[config.mk]
export PLATFORM = sky130hd
export DESIGN_NAME = d_sram_like_bridge
export DESIGN_NICKNAME = d
export VERILOG_FILES = /design/src/rtl/d_sram_like_bridge.sv
export SDC_FILE = /design/constraint.sdc
export NUM_CORES = 1
export LEC_CHECK = 0
export CAP_MARGIN = 20
export CORE_MARGIN = 5
export CORE_UTILIZATION = 41
export DETAILED_ROUTE_END_ITERATION = 7
export GPL_ROUTABILITY_DRIVEN = 0
export MAX_ROUTING_LAYER = met4
export PLACE_DENSITY_LB_ADDON = 0.1
export SYNTH_ARGS = -nofsm -noshare
export SYNTH_HDL_FRONTEND = slang
export SYNTH_SLANG_ARGS = --single-unit
[constraint.sdc]
create_clock -name clk -period 3.1 [get_ports clk]
set_input_delay 0.62 -clock clk [delete_from_list [all_inputs] [get_ports clk]]
set_output_delay 0.62 -clock clk [all_outputs]
set_load 0.005 [all_outputs]
[src/rtl/d_sram_like_bridge.sv]
// M-stage to data-side sram-like bus bridge: one bus transaction per load/store,
// stalling the pipeline until it completes and holding the returned read word.
//
// state | meaning
// IDLE  | no transaction; a valid unflushed M access starts one
// REQ   | data_req high, waiting for data_addr_ok
// WAIT  | address accepted, waiting for data_data_ok
// DONE  | transaction finished; held here while pipe_stall keeps M frozen
module d_sram_like_bridge #(
    parameter int ADDR_WIDTH = 32,
    parameter int DATA_WIDTH = 32
) (
    input  logic                  clk,
    input  logic                  rst,
    input  logic                  mem_en,
    input  logic                  mem_wr,
    input  logic [1:0]            mem_size,
    input  logic [3:0]            mem_wen,
    input  logic [ADDR_WIDTH-1:0] mem_addr,
    input  logic [DATA_WIDTH-1:0] mem_wdata,
    input  logic                  flush,
    input  logic                  pipe_stall,
    output logic                  data_req,
    output logic                  data_wr,
    output logic [1:0]            data_size,
    output logic [ADDR_WIDTH-1:0] data_addr,
    output logic [DATA_WIDTH-1:0] data_wdata,
    input  logic                  data_addr_ok,
    input  logic                  data_data_ok,
    input  logic [DATA_WIDTH-1:0] data_rdata,
    output logic [DATA_WIDTH-1:0] mem_rdata,
    output logic                  mem_stall
);

    typedef enum logic [1:0] {
        IDLE = 2'd0,
        REQ  = 2'd1,
        WAIT = 2'd2,
        DONE = 2'd3
    } state_t;

    state_t state, state_nxt;
    logic   start;
    logic   rd_capture;

    // The bus encodes byte lanes through size + address, so the enables are not forwarded.
    logic unused_wen;
    assign unused_wen = ^mem_wen;

    always_ff @(posedge clk) begin
        if (rst) begin
            state      <= IDLE;
            data_wr    <= 1'b0;
            data_size  <= 2'b00;
            data_addr  <= '0;
            data_wdata <= '0;
            mem_rdata  <= '0;
        end else begin
            state <= state_nxt;
            if (start) begin
                data_wr    <= mem_wr;
                data_size  <= mem_size;
                data_addr  <= mem_addr;
                data_wdata <= mem_wdata;
            end
            if (rd_capture) begin
                mem_rdata <= data_rdata;
            end
        end
    end

    always_comb begin
        state_nxt  = state;
        data_req   = 1'b0;
        mem_stall  = 1'b0;
        start      = 1'b0;
        rd_capture = 1'b0;
        case (state)
            IDLE: begin
                if (mem_en && !flush) begin
                    start     = 1'b1;
                    mem_stall = 1'b1;
                    state_nxt = REQ;
                end
            end
            REQ: begin
                data_req  = 1'b1;
                mem_stall = 1'b1;
                if (data_addr_ok) begin
                    state_nxt  = data_data_ok ? DONE : WAIT;
                    rd_capture = data_data_ok && !data_wr;
                end
            end
            WAIT: begin
                // flush is ignored here: the bus transaction cannot be cancelled
                mem_stall = 1'b1;
                if (data_data_ok) begin
                    state_nxt  = DONE;
                    rd_capture = !data_wr;
                end
            end
            DONE: begin
                if (!pipe_stall) begin
                    state_nxt = IDLE;
                end
            end
            default: state_nxt = IDLE;
        endcase
    end

endmodule

Word-level counts from Yosys, hierarchy flattened
Index checks and enable logic that the tools add are counted.
{"block": "totals", "regBits": 101, "latch_bits": 0, "wordCells": 33, "n_memories": 0, "ram_bits": 0, "romBits": 0, "in_bits": 110, "output_inout_bits": 101}
{"block": "op_classes", "shift": 0, "n_mux": 13, "n_mul": 0, "add_sub_neg": 0, "magnitude_cmp": 0, "n_bitwise": 0, "n_reduce_logical": 7, "div": 0, "n_eq_ne": 7}
{"cell": "$mux 2", "n": 4}
{"cell": "$ne 2x2->1 const B", "n": 4}
{"cell": "$pmux 2 s4", "n": 1}
{"cell": "$mux 1", "n": 6}
{"cell": "$eq 2x2->1 const B", "n": 2}
{"cell": "$pmux 1 s2", "n": 2}
{"cell": "$reduce_and 4->1", "n": 1}
{"cell": "$eq 2x1->1 const B", "n": 1}
{"cell": "$logic_and 1x1->1", "n": 2}
{"cell": "$logic_not 1->1", "n": 2}
{"cell": "$logic_not 2->1", "n": 1}
{"cell": "$reduce_or 2->1", "n": 1}

Depth between registers and ports, before layout
Gate-level depths: netlist of run 1.
{"block": "logic_depth", "depth_word": 4, "mapped_depth": 8, "depth_no_buf": 5}

Worst setup path before layout of run 1
OpenSTA, ideal clock, no wires.
{"block": "synth_path", "kind": "reg2out", "from": "register state[0]", "to": "output mem_stall", "path_buffers": 2, "t_required_ns": 2.480, "arrival_ns": 1.367, "slack_ns": 1.113, "path_stages_with_launch": 8, "path_cell_list": "dfxtp_1 -> inv_1 -> ha_1 -> and3b_1 -> buf_4 -> buf_2 -> nor2_1 -> nor2_1"}
{"block": "synth_between", "elab_chain_len": 3, "word_cells_on_any_way": 5, "classes_between": "eq/ne (2); mux (1); reduce/logical (2)"}
{"item": "start, declared", "line_no": "42", "rtl": "state_t state, state_nxt;"}
{"item": "start signal, assigned", "line_no": "59", "rtl": "state <= state_nxt;"}
{"item": "$eq 2x2->1 or $eq 2x1->1 (tied branches)", "line_no": "78", "rtl": "case (state)"}
{"item": "$reduce_or 2->1 (no source line)"}
{"item": "$pmux 1 s2 *", "line_no": "78"}
{"item": "end, declared", "line_no": "32", "rtl": "output logic mem_stall"}
Every way passes the cells marked *; elsewhere a longest branch is shown, timed or not.

Worst setup path after layout of run 1
Ends and elaborated chain as after synthesis.

==> impl_metrics.py, run 1 <==
metrics = {
    "logic_synthesis": {
        "ys_seq_area_frac": 0.533,
        "ys.flop_type": "dfxtp_1",
        "ys_types": 25,
        "yosys.area.top_type_share": 0.533,
        "yosys_warnings": 0,
        "syn_area_per_cell_um2": 8.11,
        "syn_inst": 468,
        "yosys-top-cells-area": "dfxtp_1 53%, nand2_1 14%, a21oi_1 13%",
        "synth_edf_count": 0,
        "synth_nets": 585,
        "yosysMostFrequentCell": "nand2_1",
        "yosysTopAreaCell": "dfxtp_1",
        "synth_common_cells": "137 x nand2_1, 101 x dfxtp_1, 99 x a21oi_1",
        "synth-seq-cells": 101,
        "async_flop_share": 0,
        "syn-cell-area_um2": 3800,
    },
    "cells_and_area": {
        "n_fill_cell": 779,
        "fin_nets": 772,
        "antenna_cells": 0,
        "utilization": 0.664,
        "drive_above_1_share": 0.0439,
        "area_growth_pct": 60.2,
        "area.sequential_um2": 2020,
        "multi_input_comb_area_um2": 1570,
    },
    "sta": {
        "worst_clock_skew_ns": 0.0123,
        "setup_violations": 0,
        "fin_ws_ns": 0.440,
        "hold_viol_final": 0,
        "maxSlewViolCount": 0,
        "rsz0062_at_grt": "no",
        "worst_pin_slew_ns": 0.666,
        "setup_tns_ns": 0,
        "period_needed_ns": 2.66,
        "maxSlewHeadroom": 0.556,
        "whs_ns": 0.456,
        "timing.fmax_mhz": 376,
        "fin_crit_sh": 0.858,
    },
    "detailed_routing": {
        "vias_per_cell": 5.03,
        "first_pass_iters": 5,
        "first_iter_violations": 169,
        "ant_nets": 0,
        "drt_wl_total_mm": 11.6,
        "vias": 3878,
        "drcViolationCount": 0,
        "wl_per_cell_um": 15.1,
    },
    "flow_run": {
        "cap_violations": 0,
    },
    "worst_setup_path": {
        "cp-end-kind": "output port",
        "cp_max_fo": 8,
        "cp-start-kind": "flip-flop",
        "path_class": "flip-flop to output port",
        "critPathArrivalTime_ns": 2.04,
        "crit_required_ns": 2.48,
    },
    "pwr": {
        "peakVddDrop_mv": 0.308,
        "power_density_nw_per_um2": 588,
        "p_leak_nw": 2.13,
    },
    "global_routing": {
        "grt_pass1_wl_mm": 18.0,
        "antenna_found_initial": 0,
        "grt_overflow_total": 0,
        "grt_max_degree": 68,
        "track_usage": 0.201,
        "grt_pass1_vias": 3625,
    },
    "worst_hold_path": {
        "hold_class": "flip-flop to flip-flop",
    },
    "place": {
        "io_buffers": 206,
        "hpwl_mm": 8.28,
        "post-place-ws_ns": 0.511,
    },
    "floorplan": {
        "chipWidth_um": 106,
        "die_h_um": 106,
        "dieArea_um2": 11300,
        "ioPinCount": 211,
        "start_util": 0.415,
        "core_area_um2": 9150,
        "rows": 35,
    },
    "clocking": {
        "cts_buffers": 9,
        "cts_tree": "built",
        "root_buffer": "clkbuf_8",
        "htree_levels": 3,
        "cts_hold_buf": 0,
        "clkLatencyLatePin_ns": 0.35,
        "post_cts_resized": 0,
        "cts_buffer_depth": 2,
        "post_cts_buffers": 0,
        "clkSlewWorstSetupHoldPaths_ns": 0.09,
        "clock_sinks": 101,
    },
    "run_status": {
        "status": "finished clean",
    },
}
-- sequential cells by signal (all words and copies together), names as in the netlist --
name	flops
data_wdata	32
data_wr	1
data_addr	32
state	2
data_size	2
mem_rdata	32
-- metrics by stage --
step	power [mW]	area (um^2)	cells
2_1_floorplan	2.18	3800	468
3_3_place_gp	2.72	5870	755
3_5_place_dp	2.75	5870	755
4_1_cts	3.62	6080	771
5_1_grt	3.79	6080	771
6_report	3.57	6080	771
-- power by group --
group	leakage, nW	internal (mW)	switching [mW]
Combinational	1.21	0.561	0.645
Clock	0.103	0.423	0.438
Sequential	0.821	1.43	0.0767
Total	2.13	2.41	1.16
-- critical path: stages (launching register included) --
cell	delay, ns
dfxtp_1	0.47
inv_1	0.12
ha_1	0.27
and3b_2	0.24
nor2_1	0.08
nor2_1	0.04
clkdlybuf4s50_1	0.47
-- path summary, 6_finish.rpt --
kind                                   start  slack, ns  cells after the start                          to
setup reg to reg       state[0]$_SDFFE_PP0P_       1.10                      6   mem_rdata[2]$_SDFFE_PP0P_
hold / removal    data_addr[25]$_SDFFE_PP0P_       0.46                      2  data_addr[25]$_SDFFE_PP0P_
hold reg to reg   data_addr[25]$_SDFFE_PP0P_       0.46                      2  data_addr[25]$_SDFFE_PP0P_
setup / recovery       state[0]$_SDFFE_PP0P_       0.44                      6                   mem_stall
-- placed cells by master, fill, tap and decap left out, drive strengths merged, types with 2 or more instances in the layout --
| master | Yosys | layout |
|---|---|---|
| clkdlybuf4s50 | 0 | 205 |
| nand2 | 137 | 137 |
| dfxtp | 101 | 101 |
| a21oi | 100 | 100 |
| nand3 | 32 | 32 |
| o21ai | 32 | 32 |
| clkbuf | 19 | 12 |
| buf | 20 | 10 |
| ha | 7 | 7 |
| inv | 3 | 4 |
| nor2b | 3 | 3 |
| nor2 | 2 | 2 |
| nand3b | 2 | 2 |
| mux2i | 2 | 2 |
| and3b | 2 | 2 |
-- layout make-up --
cell class | count | share of cell area
clock buffer | 12 | 0.0255
clock inverter | 4 | 0.00905
inverter | 3 | 0.00185
multi-input combinational | 325 | 0.258
sequential | 101 | 0.333
tap | 111 | 0.0228
timing repair buffer | 215 | 0.350
-- cell families (layout without fill, tap and decap cells) --
logic type,count (synthesis),in the layout,share of synthesized area
DFF,101,101,0.533
and+or+nand+nor,181,181,0.198
AOI/OAI and AO/OA,135,135,0.186
buffers and inverters,42,234,0.0547
muxes,2,2,0.00527
adders and majority gates,7,7,0.0231
-- routing by layer --
| layer | global-route usage | vias up | wire length, um |
|---|---|---|---|
| li1 | - | 1919 | - |
| met1 | 0.243 | 1790 | 4820 |
| met2 | 0.326 | 150 | 5580 |
| met3 | 0.0480 | 19 | 939 |
| met4 | 0.0740 | 0 | 277 |
| met5 | - | - | 0 |
(Power assumes the default switching activity.)
==> run 2, diff against run 1 <==
==> constraint.sdc (replaced) <==
create_clock -name clk -period 3.1 [get_ports clk]
set_input_delay 0.775 -clock clk [delete_from_list [all_inputs] [get_ports clk]]
set_output_delay 0.775 -clock clk [all_outputs]
set_load 0.005 [all_outputs]
==> run 2 against run 1 <==
Against the previous run:
- critical path depth shrank 1
- largest cell class unchanged
- worst hold slack gained 0.00089 ns
- highest routed layer unchanged
- sequential share of layout area is essentially flat
- largest power group unchanged
==> impl_metrics.py, run 2 (synthesized netlist as in run 1, its figures left out) <==
metrics = {
    "run_status": {
        "status": "finished clean",
    },
    "worst_setup_path": {
        "critPathArrivalTime_ns": 2.11,
        "cp-startpoint": "mem_en",
        "reg2regPathDepth": 6,
        "r2r_setup_slack_ns": 1.06,
        "critPathMaxStageDelay_ns": 0.52,
        "crit_required_ns": 2.32,
        "reg2reg_to": "mem_rdata[13]$_SDFFE_PP0P_",
        "cp_cell_sequence": "clkdlybuf4s50_1 > and3b_2 > nor2_1 > nor2_1 > clkdlybuf4s50_1",
        "path_class": "primary input to output port",
        "cpMaxStageDelayCell": "clkdlybuf4s50_1",
        "r2r-start": "state[0]$_SDFFE_PP0P_",
        "cp-end-kind": "output port",
        "cp_max_fo": 3,
        "cp-start-kind": "primary input",
    },
    "place": {
        "hpwl_mm": 8.38,
        "io_buffers": 206,
        "dp_cells": 754,
    },
    "floorplan": {
        "start_util": 0.415,
        "core_area_um2": 9150,
        "ioPinCount": 211,
        "chipWidth_um": 106,
        "die_h_um": 106,
        "rows": 35,
        "dieArea_um2": 11300,
    },
    "clocking": {
        "clkSlewWorstSetupHoldPaths_ns": 0.09,
        "cts_buffer_depth": 2,
        "root_buffer": "clkbuf_8",
        "cts_buffers": 9,
        "post_cts_resized": 0,
        "clock_sinks": 101,
        "cts_hold_buf": 0,
        "cts_tree": "built",
        "post_cts_buffers": 0,
        "htree_levels": 3,
        "clkLatencyLatePin_ns": 0.35,
    },
    "pwr": {
        "p_leak_nw": 2.12,
        "p_sw_frac": 0.324,
        "power_frac_comb": 0.339,
        "clkPwrFrac": 0.237,
        "pwr-share-seq": 0.424,
        "peakVddDrop_mv": 0.280,
        "p_int_mw": 2.41,
        "p_switching_mw": 1.15,
        "power_density_nw_per_um2": 585,
    },
    "sta": {
        "hold_viol_final": 0,
        "rsz0062_at_grt": "no",
        "worst_pin_slew_ns": 0.665,
        "setup_violations": 0,
        "period_needed_ns": 2.89,
        "setup_tns_ns": 0,
        "maxSlewHeadroom": 0.556,
        "fin_crit_sh": 0.931,
        "worst_clock_skew_ns": 0.0125,
        "timing.fmax_mhz": 346,
        "maxSlewViolCount": 0,
    },
    "detailed_routing": {
        "wl_per_cell_um": 15.2,
        "drt_wl_total_mm": 11.7,
        "first_iter_violations": 196,
        "ant_nets": 0,
        "drcViolationCount": 0,
        "first_pass_iters": 5,
        "vias_per_cell": 5.03,
        "vias": 3869,
    },
    "worst_hold_path": {
        "hold_path.startpoint": "data_wdata[3]$_SDFFE_PP0P_",
        "hold_class": "flip-flop to flip-flop",
        "min_to": "data_wdata[3]$_SDFFE_PP0P_",
        "hold_path_depth": 2,
    },
    "global_routing": {
        "grt_max_degree": 68,
        "grt_pass1_wl_mm": 18.2,
        "grt_pass1_vias": 3730,
        "track_usage": 0.204,
        "grt_overflow_total": 0,
        "antenna_found_initial": 0,
    },
    "cells_and_area": {
        "antenna_cells": 0,
        "stdcell_count": 769,
        "fin_nets": 771,
        "final_cell_mix": "205 x clkdlybuf4s50_1, 137 x nand2_1, 101 x dfxtp_1",
        "area_growth_pct": 60.1,
        "drive_above_1_share": 0.0410,
        "top_regs": "data_addr (32), data_wdata (32), mem_rdata (32)",
        "final_common_cell": "clkdlybuf4s50_1",
    },
    "flow_run": {
        "cap_violations": 0,
    },
}
## run 2: worst max path at each step
stage	slack [ns]	endpoint	cells after the start
after floorplan	0.93	mem_stall	5
after global placement	0.21	mem_stall	5
after detailed placement	0.21	mem_stall	5
after CTS	0.21	mem_stall	5
after global routing	0.14	mem_stall	6
final	0.21	mem_stall	5
## run 2: layout make-up
cell class	instances	area (um^2)
Clock buffer	12	155
Clock inverter	3	45.0
Timing Repair Buffer	214	2130
Inverter	3	11.3
Fill cell	800	3080
Sequential cell	101	2020
Multi-Input combinational cell	325	1570
Tap cell	111	139
## run 2: through the flow
step	worst slack (ns)	area, um^2	util	power (mW)	hold WS (ns)
CTS	0.208	6080	0.664	3.60	0.458
finish	0.213	6080	0.664	3.56	0.457
global placement	0.208	5880	0.642	2.72	0.440
detailed placement	0.213	5880	0.642	2.75	0.446
floorplan	0.935	3800	-	2.18	0.453
global route	0.136	6080	0.664	3.77	0.483
## run 2: worst max-delay path: cells and delay by family
kind,cells,cell delay [ns]
and+or+nand+nor,3,0.32
buffers and inverters,2,1.02
## run 2: per-layer routing
layer	vias up	part of all wire	global-route usage
met5	-	0	-
met4	0	0.030	0.0860
met3	22	0.067	0.0431
met2	152	0.48	0.331
met1	1772	0.42	0.247
li1	1923	-	-
## run 2: power by group through the flow
stage          logic (mW)  clock network (mW)  registers, mW
2_1_floorplan       0.641                   0           1.54
3_3_place_gp         1.19                   0           1.53
3_5_place_dp         1.21                   0           1.54
4_1_cts              1.22               0.870           1.51
5_1_grt              1.31               0.924           1.53
6_report             1.20               0.843           1.51
==> run 3, diff against run 2 <==
--- a/config.mk
+++ b/config.mk
@@ -5,9 +5,10 @@
 export SDC_FILE = /design/constraint.sdc
 export NUM_CORES = 1
 export LEC_CHECK = 0
+export ABC_AREA = 1
 export CAP_MARGIN = 20
-export CORE_MARGIN = 5
-export CORE_UTILIZATION = 41
+export CORE_MARGIN = 1
+export CORE_UTILIZATION = 42
 export DETAILED_ROUTE_END_ITERATION = 7
 export GPL_ROUTABILITY_DRIVEN = 0
 export MAX_ROUTING_LAYER = met4
==> run 3 against run 2 <==
Against the previous run:
- synthesized cell count is 0.21% lower
- clock skew is 0.0028 ns lower
- first-iteration DRC count is 50% lower
- non-clock buffer count is 4 lower
- setup slack better by 0.077 ns
- clock power hardly changed
- routed wire length is 15% lower
- critical path type unchanged
==> impl_metrics.py, run 3 <==
metrics = {
    "place": {
        "dp_cells": 753,
        "hpwl_mm": 6.88,
        "io_buffers": 206,
    },
    "sta": {
        "hold_viol_final": 0,
        "worst_pin_slew_ns": 0.456,
        "fin_crit_sh": 0.906,
        "maxSlewHeadroom": 0.696,
        "setup_tns_ns": 0,
        "period_needed_ns": 2.81,
        "setup_violations": 0,
        "whs_ns": 0.449,
        "timing.fmax_mhz": 356,
        "worst_clock_skew_ns": 0.00967,
        "rsz0062_at_grt": "no",
        "maxSlewViolCount": 0,
    },
    "cells_and_area": {
        "top_regs": "data_addr (32), data_wdata (32), mem_rdata (32)",
        "stdcell_count": 770,
        "final_cell_mix": "206 x clkdlybuf4s50_1, 101 x dfxtp_1, 89 x o21ai_0",
        "final_common_cell": "clkdlybuf4s50_1",
        "fin_nets": 774,
        "drive_above_1_share": 0.0710,
        "antenna_cells": 0,
        "area_growth_pct": 59.4,
        "n_fill_cell": 705,
    },
    "worst_setup_path": {
        "cp_cell_sequence": "clkdlybuf4s50_1 > nand3_4 > a21oi_1 > clkdlybuf4s50_1",
        "critPathMaxStageDelay_ns": 0.53,
        "path_class": "primary input to output port",
        "cpMaxStageDelayCell": "clkdlybuf4s50_1",
        "cp-startpoint": "mem_en",
        "timing.critical_path.mode_cell": "clkdlybuf4s50_1",
        "critPathArrivalTime_ns": 2.03,
        "timing.critical_path.buf_inv": 2,
        "r2r-start": "state[0]$_SDFFE_PP0P_",
        "cp_top_family": "buffers and inverters",
        "cp_max_fo": 2,
        "cp-end-kind": "output port",
        "cp-start-kind": "primary input",
        "crit_required_ns": 2.32,
    },
    "logic_synthesis": {
        "synth_xor_xnor_area_share": 0,
        "yosys.area.top_type_share": 0.527,
        "synth-simple-area-share": 0.104,
        "yosysMostFrequentCell": "dfxtp_1",
        "synth_edf_count": 0,
        "yosys-top-cells-area": "dfxtp_1 53%, o21ai_0 12%, a21oi_1 8.9%",
        "ys.flop_type": "dfxtp_1",
        "yosys_warnings": 0,
        "synth_common_cells": "101 x dfxtp_1, 89 x o21ai_0, 73 x inv_1",
        "async_flop_share": 0,
        "syn_area_per_cell_um2": 8.21,
        "synth_nets": 584,
        "synthAdderAreaFrac": 0.0228,
        "synth_compound_area_frac": 0.224,
        "yosysTopAreaCell": "dfxtp_1",
        "synth-seq-cells": 101,
        "ys_types": 23,
        "synth_top_family_by_area": "compound AO/OA/AOI/OAI gates",
        "synthMuxAreaShare": 0,
        "syn_inst": 467,
        "ys_seq_area_frac": 0.527,
        "syn-cell-area_um2": 3830,
    },
    "detailed_routing": {
        "routed-wl-met2_mm": 4.63,
        "drcViolationCount": 0,
        "routed-wl-met3_um": 738,
        "vias": 3632,
        "vias_per_cell": 4.72,
        "met1Wirelength_mm": 4.34,
        "wl_per_cell_um": 12.9,
        "drt_wl_total_mm": 9.96,
        "first_iter_violations": 98,
        "first_pass_iters": 4,
        "ant_nets": 0,
        "highest_layer": "met4",
    },
    "global_routing": {
        "grt_pass1_vias": 3478,
        "track_usage": 0.214,
        "grt_max_degree": 135,
        "grt_overflow_total": 0,
        "grt_pass1_wl_mm": 16.2,
        "antenna_found_initial": 0,
    },
    "floorplan": {
        "ioPinCount": 211,
        "die_h_um": 97.6,
        "dieArea_um2": 9520,
        "chipWidth_um": 97.6,
        "core_area_um2": 8760,
        "rows": 34,
        "start_util": 0.438,
    },
    "clocking": {
        "post_cts_buffers": 0,
        "cts_tree": "built",
        "htree_levels": 3,
        "cts_hold_buf": 0,
        "clkLatencyLatePin_ns": 0.35,
        "root_buffer": "clkbuf_8",
        "clkSlewWorstSetupHoldPaths_ns": 0.10,
        "cts_buffer_depth": 2,
        "clock_sinks": 101,
        "post_cts_resized": 0,
        "cts_buffers": 9,
    },
    "pwr": {
        "power_frac_comb": 0.323,
        "p_leak_nw": 2.34,
        "p_switching_mw": 1.07,
        "pwr-share-seq": 0.450,
        "power_density_nw_per_um2": 605,
        "peakVddDrop_mv": 0.338,
        "p_int_mw": 2.63,
        "p_sw_frac": 0.290,
        "clkPwrFrac": 0.227,
    },
    "run_status": {
        "status": "finished clean",
    },
    "worst_hold_path": {
        "hold_class": "flip-flop to flip-flop",
        "hold_path.startpoint": "data_addr[24]$_SDFFE_PP0P_",
    },
    "flow_run": {
        "cap_violations": 0,
    },
}
-- run 3: final cells by class --
class                           count  area [um^2]  share of cell area
Timing Repair Buffer              210         2120               0.348
Sequential cell                   101         2020               0.331
Multi-Input combinational cell    260         1350               0.220
Inverter                           75          284              0.0465
Clock buffer                       10          138              0.0225
Tap cell                          108          135              0.0221
Clock inverter                      6         61.3              0.0100
-- run 3: final timing paths --
kind                                end  slack, ns  cells after the start
max                           mem_stall       0.29                      4
min          data_addr[24]$_SDFFE_PP0P_       0.45                      2
max reg2reg  data_wdata[2]$_SDFFE_PP0P_       1.13                      7
min reg2reg  data_addr[24]$_SDFFE_PP0P_       0.45                      2
-- run 3: worst register-to-register path, stage by stage (launching register included) --
cell	delay (ns)
dfxtp_1	0.48
inv_1	0.13
ha_1	0.26
nand3_4	0.08
buf_4	0.29
buf_16	0.34
o21ai_0	0.19
a21oi_1	0.15
-- run 3: cells by family (layout without fill, tap and decap cells) --
kind of cell,Yosys count,after routing
simple gates,83,83
compound gates,170,170
flops,101,101
fa+ha+maj,7,7
buf+inv,106,301
-- run 3: power groups by stage --
stage	clock, mW	sequential [mW]	combinational, mW
after floorplan	0	1.71	0.480
after global placement	0	1.68	1.16
after detailed placement	0	1.69	1.19
after CTS	0.868	1.66	1.19
after global routing	0.918	1.70	1.32
final	0.840	1.66	1.19
-- run 3: through the flow --
stage / total power [mW] / util / worst slack, ns / area [um^2]
2_1_floorplan: 2.19 / - / 0.997 / 3830
3_3_place_gp: 2.84 / 0.672 / 0.285 / 5890
3_5_place_dp: 2.88 / 0.672 / 0.280 / 5890
4_1_cts: 3.72 / 0.694 / 0.278 / 6080
5_1_grt: 3.93 / 0.697 / 0.184 / 6110
6_report: 3.70 / 0.697 / 0.291 / 6110
-- run 3: routing by layer --
layer  global-route usage  up-vias
li1                     -     1857
met2                0.346      145
met3               0.0518       21
met1                0.254     1609
met4               0.0894        0
met5                    -        -
